File: config.mk
export PLATFORM = sky130hd
export DESIGN_NAME = lcd_status_display
export DESIGN_NICKNAME = d
export VERILOG_FILES = /design/src/rtl/lcd_status_display.sv
export SDC_FILE = /design/constraint.sdc
export NUM_CORES = 1
export LEC_CHECK = 0
export BUFFER_PORTS_ARGS = -buffer_cell sky130_fd_sc_hd__clkbuf_2
export CAP_MARGIN = 20
export CORE_UTILIZATION = 60
export CTS_CLUSTER_DIAMETER = 200
export DETAILED_ROUTE_END_ITERATION = 16
export GPL_ROUTABILITY_DRIVEN = 0
export PLACE_DENSITY = 0.83
export SETUP_SLACK_MARGIN = 0.3
export SLEW_MARGIN = 20
export SYNTH_ARGS = -nofsm -noshare
export SYNTH_HDL_FRONTEND = slang
export SYNTH_SLANG_ARGS = --single-unit
File: constraint.sdc
create_clock -name clk50mhz -period 14 [get_ports clk50mhz]
set_input_delay 1.4 -clock clk50mhz [delete_from_list [all_inputs] [get_ports clk50mhz]]
set_output_delay 1.4 -clock clk50mhz [all_outputs]
set_load 0.02 [all_outputs]
File: src/rtl/lcd_status_display.sv
// HD44780 16x2 character LCD driver: one-time power-up/init sequence, then continuous
// refresh of both lines from a host-writable 32-byte text buffer. Write-only, fixed-cycle pacing.
module lcd_status_display #(
    parameter int POWERUP_CYCLES = 750000,
    parameter int EN_CYCLES      = 25,
    parameter int CMD_CYCLES     = 2500,
    parameter int CLEAR_CYCLES   = 100000
) (
    input  logic       clk50mhz,
    input  logic       reset,
    input  logic       wr_en,
    input  logic [4:0] wr_addr,
    input  logic [7:0] wr_data,
    output logic       init_done,
    output logic       frame_pulse,
    output logic [7:0] LCD_DATA,
    output logic       LCD_RS,
    output logic       LCD_RW,
    output logic       LCD_EN,
    output logic       LCD_ON,
    output logic       LCD_BLON
);

    localparam int MAX_A   = (POWERUP_CYCLES > EN_CYCLES) ? POWERUP_CYCLES : EN_CYCLES;
    localparam int MAX_B   = (CMD_CYCLES > CLEAR_CYCLES) ? CMD_CYCLES : CLEAR_CYCLES;
    localparam int MAX_CYC = (MAX_A > MAX_B) ? MAX_A : MAX_B;
    localparam int CW      = $clog2(MAX_CYC) + 1;

    localparam logic [CW-1:0] PWR_LAST   = CW'(POWERUP_CYCLES - 1);
    localparam logic [CW-1:0] SETUP_LAST = CW'(1);
    localparam logic [CW-1:0] EN_LAST    = CW'(EN_CYCLES - 1);
    localparam logic [CW-1:0] CMD_LAST   = CW'(CMD_CYCLES - 1);
    localparam logic [CW-1:0] CLR_LAST   = CW'(CLEAR_CYCLES - 1);

    typedef enum logic [1:0] {
        S_PWRUP,
        S_SETUP,
        S_PULSE,
        S_HOLD
    } state_t;

    state_t        state, state_next;
    logic [CW-1:0] cnt, cnt_next, hold_last;
    logic [5:0]    step, step_next;
    logic          init_next, frame_next, load;
    logic [7:0]    next_byte;
    logic          next_rs;
    logic [4:0]    char_idx;
    logic [7:0]    text_buf [32];

    assign LCD_RW   = 1'b0;
    assign LCD_ON   = 1'b1;
    assign LCD_BLON = 1'b1;

    always_ff @(posedge clk50mhz) begin
        if (reset) begin
            for (int i = 0; i < 32; i++) begin
                text_buf[i] <= 8'h20;
            end
        end else if (wr_en) begin
            text_buf[wr_addr] <= wr_data;
        end
    end

    // Only the clear command needs the long settle time.
    assign hold_last = (!LCD_RS && LCD_DATA == 8'h01) ? CLR_LAST : CMD_LAST;

    always_comb begin
        state_next = state;
        cnt_next   = cnt + 1'b1;
        step_next  = step;
        init_next  = init_done;
        frame_next = 1'b0;
        load       = 1'b0;
        case (state)
            S_PWRUP: begin
                if (cnt == PWR_LAST) begin
                    state_next = S_SETUP;
                    cnt_next   = '0;
                    load       = 1'b1;
                end
            end
            S_SETUP: begin
                if (cnt == SETUP_LAST) begin
                    state_next = S_PULSE;
                    cnt_next   = '0;
                end
            end
            S_PULSE: begin
                if (cnt == EN_LAST) begin
                    state_next = S_HOLD;
                    cnt_next   = '0;
                end
            end
            S_HOLD: begin
                if (cnt == hold_last) begin
                    state_next = S_SETUP;
                    cnt_next   = '0;
                    load       = 1'b1;
                    if (!init_done) begin
                        if (step == 6'd5) begin
                            step_next = '0;
                            init_next = 1'b1;
                        end else begin
                            step_next = step + 6'd1;
                        end
                    end else if (step == 6'd33) begin
                        step_next  = '0;
                        frame_next = 1'b1;
                    end else begin
                        step_next = step + 6'd1;
                    end
                end
            end
            default: begin
                state_next = S_PWRUP;
                cnt_next   = '0;
            end
        endcase
    end

    // Byte for the transfer about to start; the buffer read here sees pre-edge contents.
    always_comb begin
        next_byte = 8'h00;
        next_rs   = 1'b0;
        char_idx  = '0;
        if (!init_next) begin
            case (step_next)
                6'd0, 6'd1, 6'd2: next_byte = 8'h38;
                6'd3:             next_byte = 8'h0C;
                6'd4:             next_byte = 8'h01;
                default:          next_byte = 8'h06;
            endcase
        end else if (step_next == 6'd0) begin
            next_byte = 8'h80;
        end else if (step_next == 6'd17) begin
            next_byte = 8'hC0;
        end else begin
            next_rs   = 1'b1;
            char_idx  = (step_next < 6'd17) ? 5'(step_next - 6'd1) : 5'(step_next - 6'd2);
            next_byte = text_buf[char_idx];
        end
    end

    always_ff @(posedge clk50mhz) begin
        if (reset) begin
            state       <= S_PWRUP;
            cnt         <= '0;
            step        <= '0;
            init_done   <= 1'b0;
            frame_pulse <= 1'b0;
            LCD_EN      <= 1'b0;
            LCD_RS      <= 1'b0;
            LCD_DATA    <= 8'h00;
        end else begin
            state       <= state_next;
            cnt         <= cnt_next;
            step        <= step_next;
            init_done   <= init_next;
            frame_pulse <= frame_next;
            LCD_EN      <= (state_next == S_PULSE);
            if (load) begin
                LCD_DATA <= next_byte;
                LCD_RS   <= next_rs;
            end
        end
    end

endmodule

After elaboration in Yosys (flattened, before gate mapping)

Memory sizes are Yosys's and may differ from the RTL's.
Index checks and enable logic that the tools add are counted.

Add/subtract/negate cells: 4
Magnitude comparators: 1
Eq/ne operators: 16
Multiplexer cells: 40
Bitwise gates (word level): 3
Reduce and logical (&&, ||, !) cells: 7

Operator list:

| kind                                             | number |
|---|---|
| 2-to-1 mux 21 bit                                | 4 |
| case mux 21 bit (4 select lines)                 | 1 |
| 2-to-1 mux 8 bit                                 | 4 |
| 2-to-1 mux 6 bit                                 | 5 |
| adder 21 x 1 -> 21 bit (second input constant)   | 1 |
| == test 21 x 1 -> 1 bit (second input constant)  | 1 |
| == test 21 x 17 -> 1 bit                         | 1 |
| == test 21 x 20 -> 1 bit (second input constant) | 1 |
| == test 21 x 5 -> 1 bit (second input constant)  | 1 |
| case mux 6 bit (3 select lines)                  | 1 |
| 2-to-1 mux 17 bit                                | 1 |
| 2-to-1 mux 1 bit                                 | 16 |
| == test 6 x 2 -> 1 bit (second input constant)   | 2 |
| == test 6 x 3 -> 1 bit (second input constant)   | 2 |
| 2-to-1 mux 5 bit                                 | 2 |
| == test 8 x 1 -> 1 bit (second input constant)   | 1 |
| 2-to-1 mux 2 bit                                 | 4 |
| case mux 2 bit (4 select lines)                  | 1 |
| OR reduction 8 bit                               | 1 |
| adder 6 x 1 -> 6 bit (second input constant)     | 1 |
| == test 2 bit (second input constant)            | 3 |
| == test 6 x 1 -> 1 bit (second input constant)   | 1 |
| == test 6 x 5 -> 1 bit (second input constant)   | 1 |
| == test 6 bit (second input constant)            | 1 |
| other kinds (12)                                 | 14 |

Flip-flop bits (word level): 41
Memory bits (writable): 256
Input bits: 16
Output and inout port bits: 15
Word-level logic and storage cells: 80
Memories: 1

Memories:

| name     | words | bits a word | read ports | clocked after Yosys merged registers in | write ports | RTL line | text |
|---|---|---|---|---|---|---|---|
| text_buf | 32    | 8           | 1          | 0                                       | 32          | 49       | `logic [7:0] text_buf [32];` |

Depth between registers and ports, before layout

An unclocked memory read counts as a cell.

Depth in word-level cells: 12
Gate-level depth with buffers: 24
Depth with buffers taken out: 19

Worst setup path before layout

No wires, ideal clock.

Kind: register to register
Start: reg LCD_DATA[0]
End: reg LCD_DATA[0]
Data arrival time: 4598 ps
Path slack: 9269 ps
Stages on the path, launching flop included: 19
Buffers on the path: 2
Cells stage by stage: dfxtp_1 or4b_4 nor4_4 mux2i_2 buf_6 nor2_1 nor2_1 a21oi_1 ha_1 a32oi_1 nand2_1 o21ai_1 nor2_4 buf_4 a211oi_1 o21ai_0 a32o_1 a2111oi_2 o22ai_1

Longest elaborated chain between the ends: 12

RTL lines:

| element                                           | RTL line | text |
|---|---|---|
| from (decl)                                       | 16       | `output logic [7:0] LCD_DATA,` |
| from (signal assigned)                            | 163      | `LCD_DATA <= next_byte;` |
| == test 8 x 1 -> 1 bit (*)                        | 66       | `assign hold_last = (!LCD_RS && LCD_DATA == 8'h01) ? CLR_LAST : CMD_LAST;` |
| logical AND 1 bit (*)                             | 66       |  |
| 2-to-1 mux 17 bit (*)                             | 66       |  |
| == test 21 x 17 -> 1 bit (*)                      | 96       | `if (cnt == hold_last) begin` |
| 2-to-1 mux 6 bit                                  | 96       |  |
| 2-to-1 mux 6 bit                                  | 75       | `case (state)` |
| subtractor 5 x 2 -> 5 bit (tied with other cells) | 140      | `char_idx = (step_next < 6'd17) ? 5'(step_next - 6'd1) : 5'(step_next - 6'd2);` |
| 2-to-1 mux 5 bit                                  | 140      |  |
| memory read (32 x 8 bit)                          | n/a      |  |
| 2-to-1 mux 8 bit                                  | 136      | `end else if (step_next == 6'd17) begin` |
| 2-to-1 mux 8 bit                                  | 134      | `end else if (step_next == 6'd0) begin` |
| 2-to-1 mux 8 bit                                  | 127      | `if (!init_next) begin` |

Mark *: on every way between the ends. The rest lies on a longest branch, timed or not.
A chain may end at the register's enable or synchronous reset.

Worst setup path in the final report

Start: reg step[0]
End: reg LCD_DATA[3]

Longest elaborated chain between the ends: 11

RTL lines:

| element                                           | RTL line | text |
|---|---|---|
| from (decl)                                       | 44       | `logic [5:0] step, step_next;` |
| from (signal assigned)                            | 158      | `step <= step_next;` |
| adder 6 x 1 -> 6 bit (tied with other cells)      | 105, 111 |  |
| 2-to-1 mux 6 bit, on equally long branches        | 101, 107 |  |
| 2-to-1 mux 6 bit                                  | 100      | `if (!init_done) begin` |
| 2-to-1 mux 6 bit                                  | 96       |  |
| 2-to-1 mux 6 bit                                  | 75       |  |
| subtractor 5 x 2 -> 5 bit (tied with other cells) | 140      |  |
| 2-to-1 mux 5 bit                                  | 140      |  |
| memory read (32 x 8 bit)                          | n/a      |  |
| 2-to-1 mux 8 bit                                  | 136      |  |
| 2-to-1 mux 8 bit                                  | 134      |  |
| 2-to-1 mux 8 bit (*)                              | 127      |  |

Marked as above.

==> reports/metrics.yaml <==
sta:
  rsz0062_at_grt: "no"
  min_period_ps: 6530
  max_clock_freq_mhz: 153
  setup_viol: 0
  tightest_slew_ps: 1090
  skew_ps: 13.2
  whs_ps: 481
  hold_viol: 0
  fin_setup_tns_ps: 0
  finalCritPeriodShare_pct: 46.6
  maxSlewHeadroom_pct: 26.7
  drv_slew: 0
routing:
  drtIter0Drc: 2061
  drtPass1Iterations: 8
  avgViaCountPerCell: 6.59
  drt.antenna.violating_nets: 0
  wire_per_inst_um: 23.2
  wirelength_um: 41900
  drc: 0
  vias: 11900
job:
  cap_violations: 0
critical_path:
  ff2ff_setup_slack_ps: 7470
  crit_start: "step[0]$_SDFF_PP0_"
  path_class: "reg -> reg"
  crit_arrival_ps: 6990
  rr_startpoint: "step[0]$_SDFF_PP0_"
  critPathMaxFanout: 71
  required_ps: 14470
  r2r-end: "LCD_DATA[3]$_SDFFE_PP0P_"
  reg2reg_depth: 19
  endpoint_kind: "flip-flop"
  crit_path_start_kind: "flip-flop"
global_route:
  antenna_found_initial: 0
  grt_remaining_overflow: 0
  grt_pass1_vias: 11100
  grt_max_degree: 72
  grt_pass1_wl_um: 63600
  grtUsageTotal_pct: 31.9
place:
  hpwl_um: 26800
  portBuffers: 27
clock_network:
  ctsHoldBuffers: 0
  htreeDepth: 1
  cts-resized-gates: 0
  clkSlewWorstSetupHoldPaths_ps: 70
  cts-root-buf: "clkbuf_16"
  clk_path_buf_depth: 3
  cts_tree: "built"
  numCtsBuffers: 31
  cts.sinks: 297
  post_cts_buffers: 0
  clk_latency_ps: 570
power:
  p_per_area_nw_per_um2: 115
  irDropWorstVdd_mv: 0.112
  p_leak_nw: 6.10
cells_and_area:
  synthToLayoutAreaGrowth_pct: 7.75
  antenna_cells: 0
  fill_cells: 1864
  mostFrequentLayoutCells: "edfxtp_1 (256), and2_1 (231), nand2_1 (198)"
  final_nets: 1481
  drive_gt1_share_pct: 10.2
  final_common_cell: "edfxtp_1"
synthesis:
  yosys_warnings: 0
  async_flop_share_pct: 0
  synthFlopType: "edfxtp_1"
  syn_area_per_cell_um2: 10.5
  ys_ff_latch: 297
  synth_cell_types: 82
  syn_inst: 1470
  netlist_area_um2: 15400
  yosysSeqAreaShare_pct: 55.1
  synth_edf_count: 256
status:
  outcome: "finished clean"
hold_path:
  hold_depth: 1
  worstHoldEndpoint: "cnt[0]$_SDFF_PP0_"
  min_path_type: "reg -> reg"
  hp-start: "cnt[0]$_SDFF_PP0_"
floorplanning:
  die_area_um2: 26400
  core-area_um2: 25200
  initial_utilization_pct: 61.3
  dieHeight_um: 162
  boundaryPins: 31
  die_w_um: 162
  placementRows: 58
worst max-delay path, cell delays in order (launching register included):
cell and delay [ps]:
dfxtp_1 680, ha_1 260, nor3b_1 300, o21a_1 430, nor2_1 200, nand3_1 150
a21boi_0 600, ha_1 440, inv_1 130, nor2_1 150, a21o_1 170, a21oi_1 100
or3_2 660, nand2_2 170, buf_4 730, mux2i_1 460, o21ai_0 150, a21boi_0 170
o21ai_0 140, a41o_1 260
registers in the layout, indices dropped and copies added, names as in the netlist:
| name | cells |
|---|---|
| frame_pulse | 1 |
| step | 6 |
| state | 2 |
| init_done | 1 |
| LCD_RS | 1 |
| cnt | 21 |
| text_buf | 256 |
| LCD_DATA | 8 |
| LCD_EN | 1 |
power breakdown:
part	switching, mW	internal (mW)
clock	0.338	0.479
sequential	0.0155	1.00
combinational	0.0554	0.0186
logic make-up (layout without fill, tap and decap cells):
group                    Yosys count  after routing  share of synthesized area (%)
AND/OR/NAND/NOR                  795            795                           27.5
multiplexers                      42             42                           2.84
AO/OA/AOI/OAI                    181            181                           8.58
other                              2              3                         0.0486
buffers and inverters            113            116                           3.30
flip-flops                       297            297                           55.1
adder cells (fa/ha/maj)           16             16                           1.30
XOR/XNOR                          24             24                           1.36
layout make-up:
type | instances | area [µm²] | area share (%)
clock buffers | 41 | 813 | 4.89
clock inverters | 17 | 179 | 1.08
inverters | 19 | 71.3 | 0.429
multi-input cells | 1061 | 6420 | 38.6
flip-flops and latches | 297 | 8510 | 51.2
well taps | 330 | 413 | 2.48
repair buffers | 39 | 225 | 1.35
worst max-delay path by stage:
stage / endpoint / cells past startpoint / slack [ps]
after floorplan: LCD_DATA[0]$_SDFFE_PP0P_ / 18 / 9270
after global placement: LCD_DATA[0]$_SDFFE_PP0P_ / 19 / 7990
after detailed placement: LCD_DATA[0]$_SDFFE_PP0P_ / 19 / 7730
after CTS: LCD_DATA[6]$_SDFFE_PP0P_ / 19 / 7690
after global routing: LCD_DATA[0]$_SDFFE_PP0P_ / 19 / 7080
final: LCD_DATA[3]$_SDFFE_PP0P_ / 19 / 7470
cells in the mapped netlist (all sizes together) (3+ instances only):
cell type,number,area share [%]
mux2,9,0.68
nand2,199,4.9
o2111ai,5,0.28
and3,14,0.57
nor4,8,0.56
o211ai,4,0.23
or2,33,1.3
nand3,104,3.4
nor3,21,1.0
and2,231,9.4
o22ai,4,0.16
buf,33,1.4
a211oi,14,0.75
and4,3,0.17
dfxtp,41,5.3
a31oi,8,0.32
mux2i,33,2.2
a21boi,9,0.51
edfxtp,256,50
nor3b,6,0.29
a32oi,8,0.50
inv,19,0.46
a22oi,3,0.15
nand4b,3,0.17
nor2,95,2.4
a221oi,4,0.23
ha,16,1.3
nor2b,3,0.12
a32o,8,0.52
nand3b,5,0.24
or3,40,1.6
o21a,4,0.19
clkbuf,61,1.5
a41o,9,0.58
xor2,11,0.62
a21oi,33,1.1
xnor2,13,0.74
o31ai,4,0.28
nand4,22,0.93
o21ai,43,1.4
through the flow:
stage          util (%)  power (mW)  cell area [µm²]  worst slack (ps)  instances
4_1_cts            66.1        1.91            16600              7690       1804
2_1_floorplan         -        1.07            15400              9270       1471
6_report           66.1        1.91            16600              7470       1804
3_3_place_gp       62.1        1.10            15600              7990       1746
3_5_place_dp       62.1        1.11            15600              7730       1746
5_1_grt            66.1        1.95            16600              7080       1804
metal layers:
layer / track usage (%) / vias to the layer above / part of all wire (%)
met4: 14.2 / 0 / 5.0
met1: 43.7 / 5609 / 38
met5: 0 / - / 0
met3: 6.01 / 170 / 12
li1: - / 5205 / -
met2: 49.5 / 901 / 45
(Power assumes the default switching activity.)
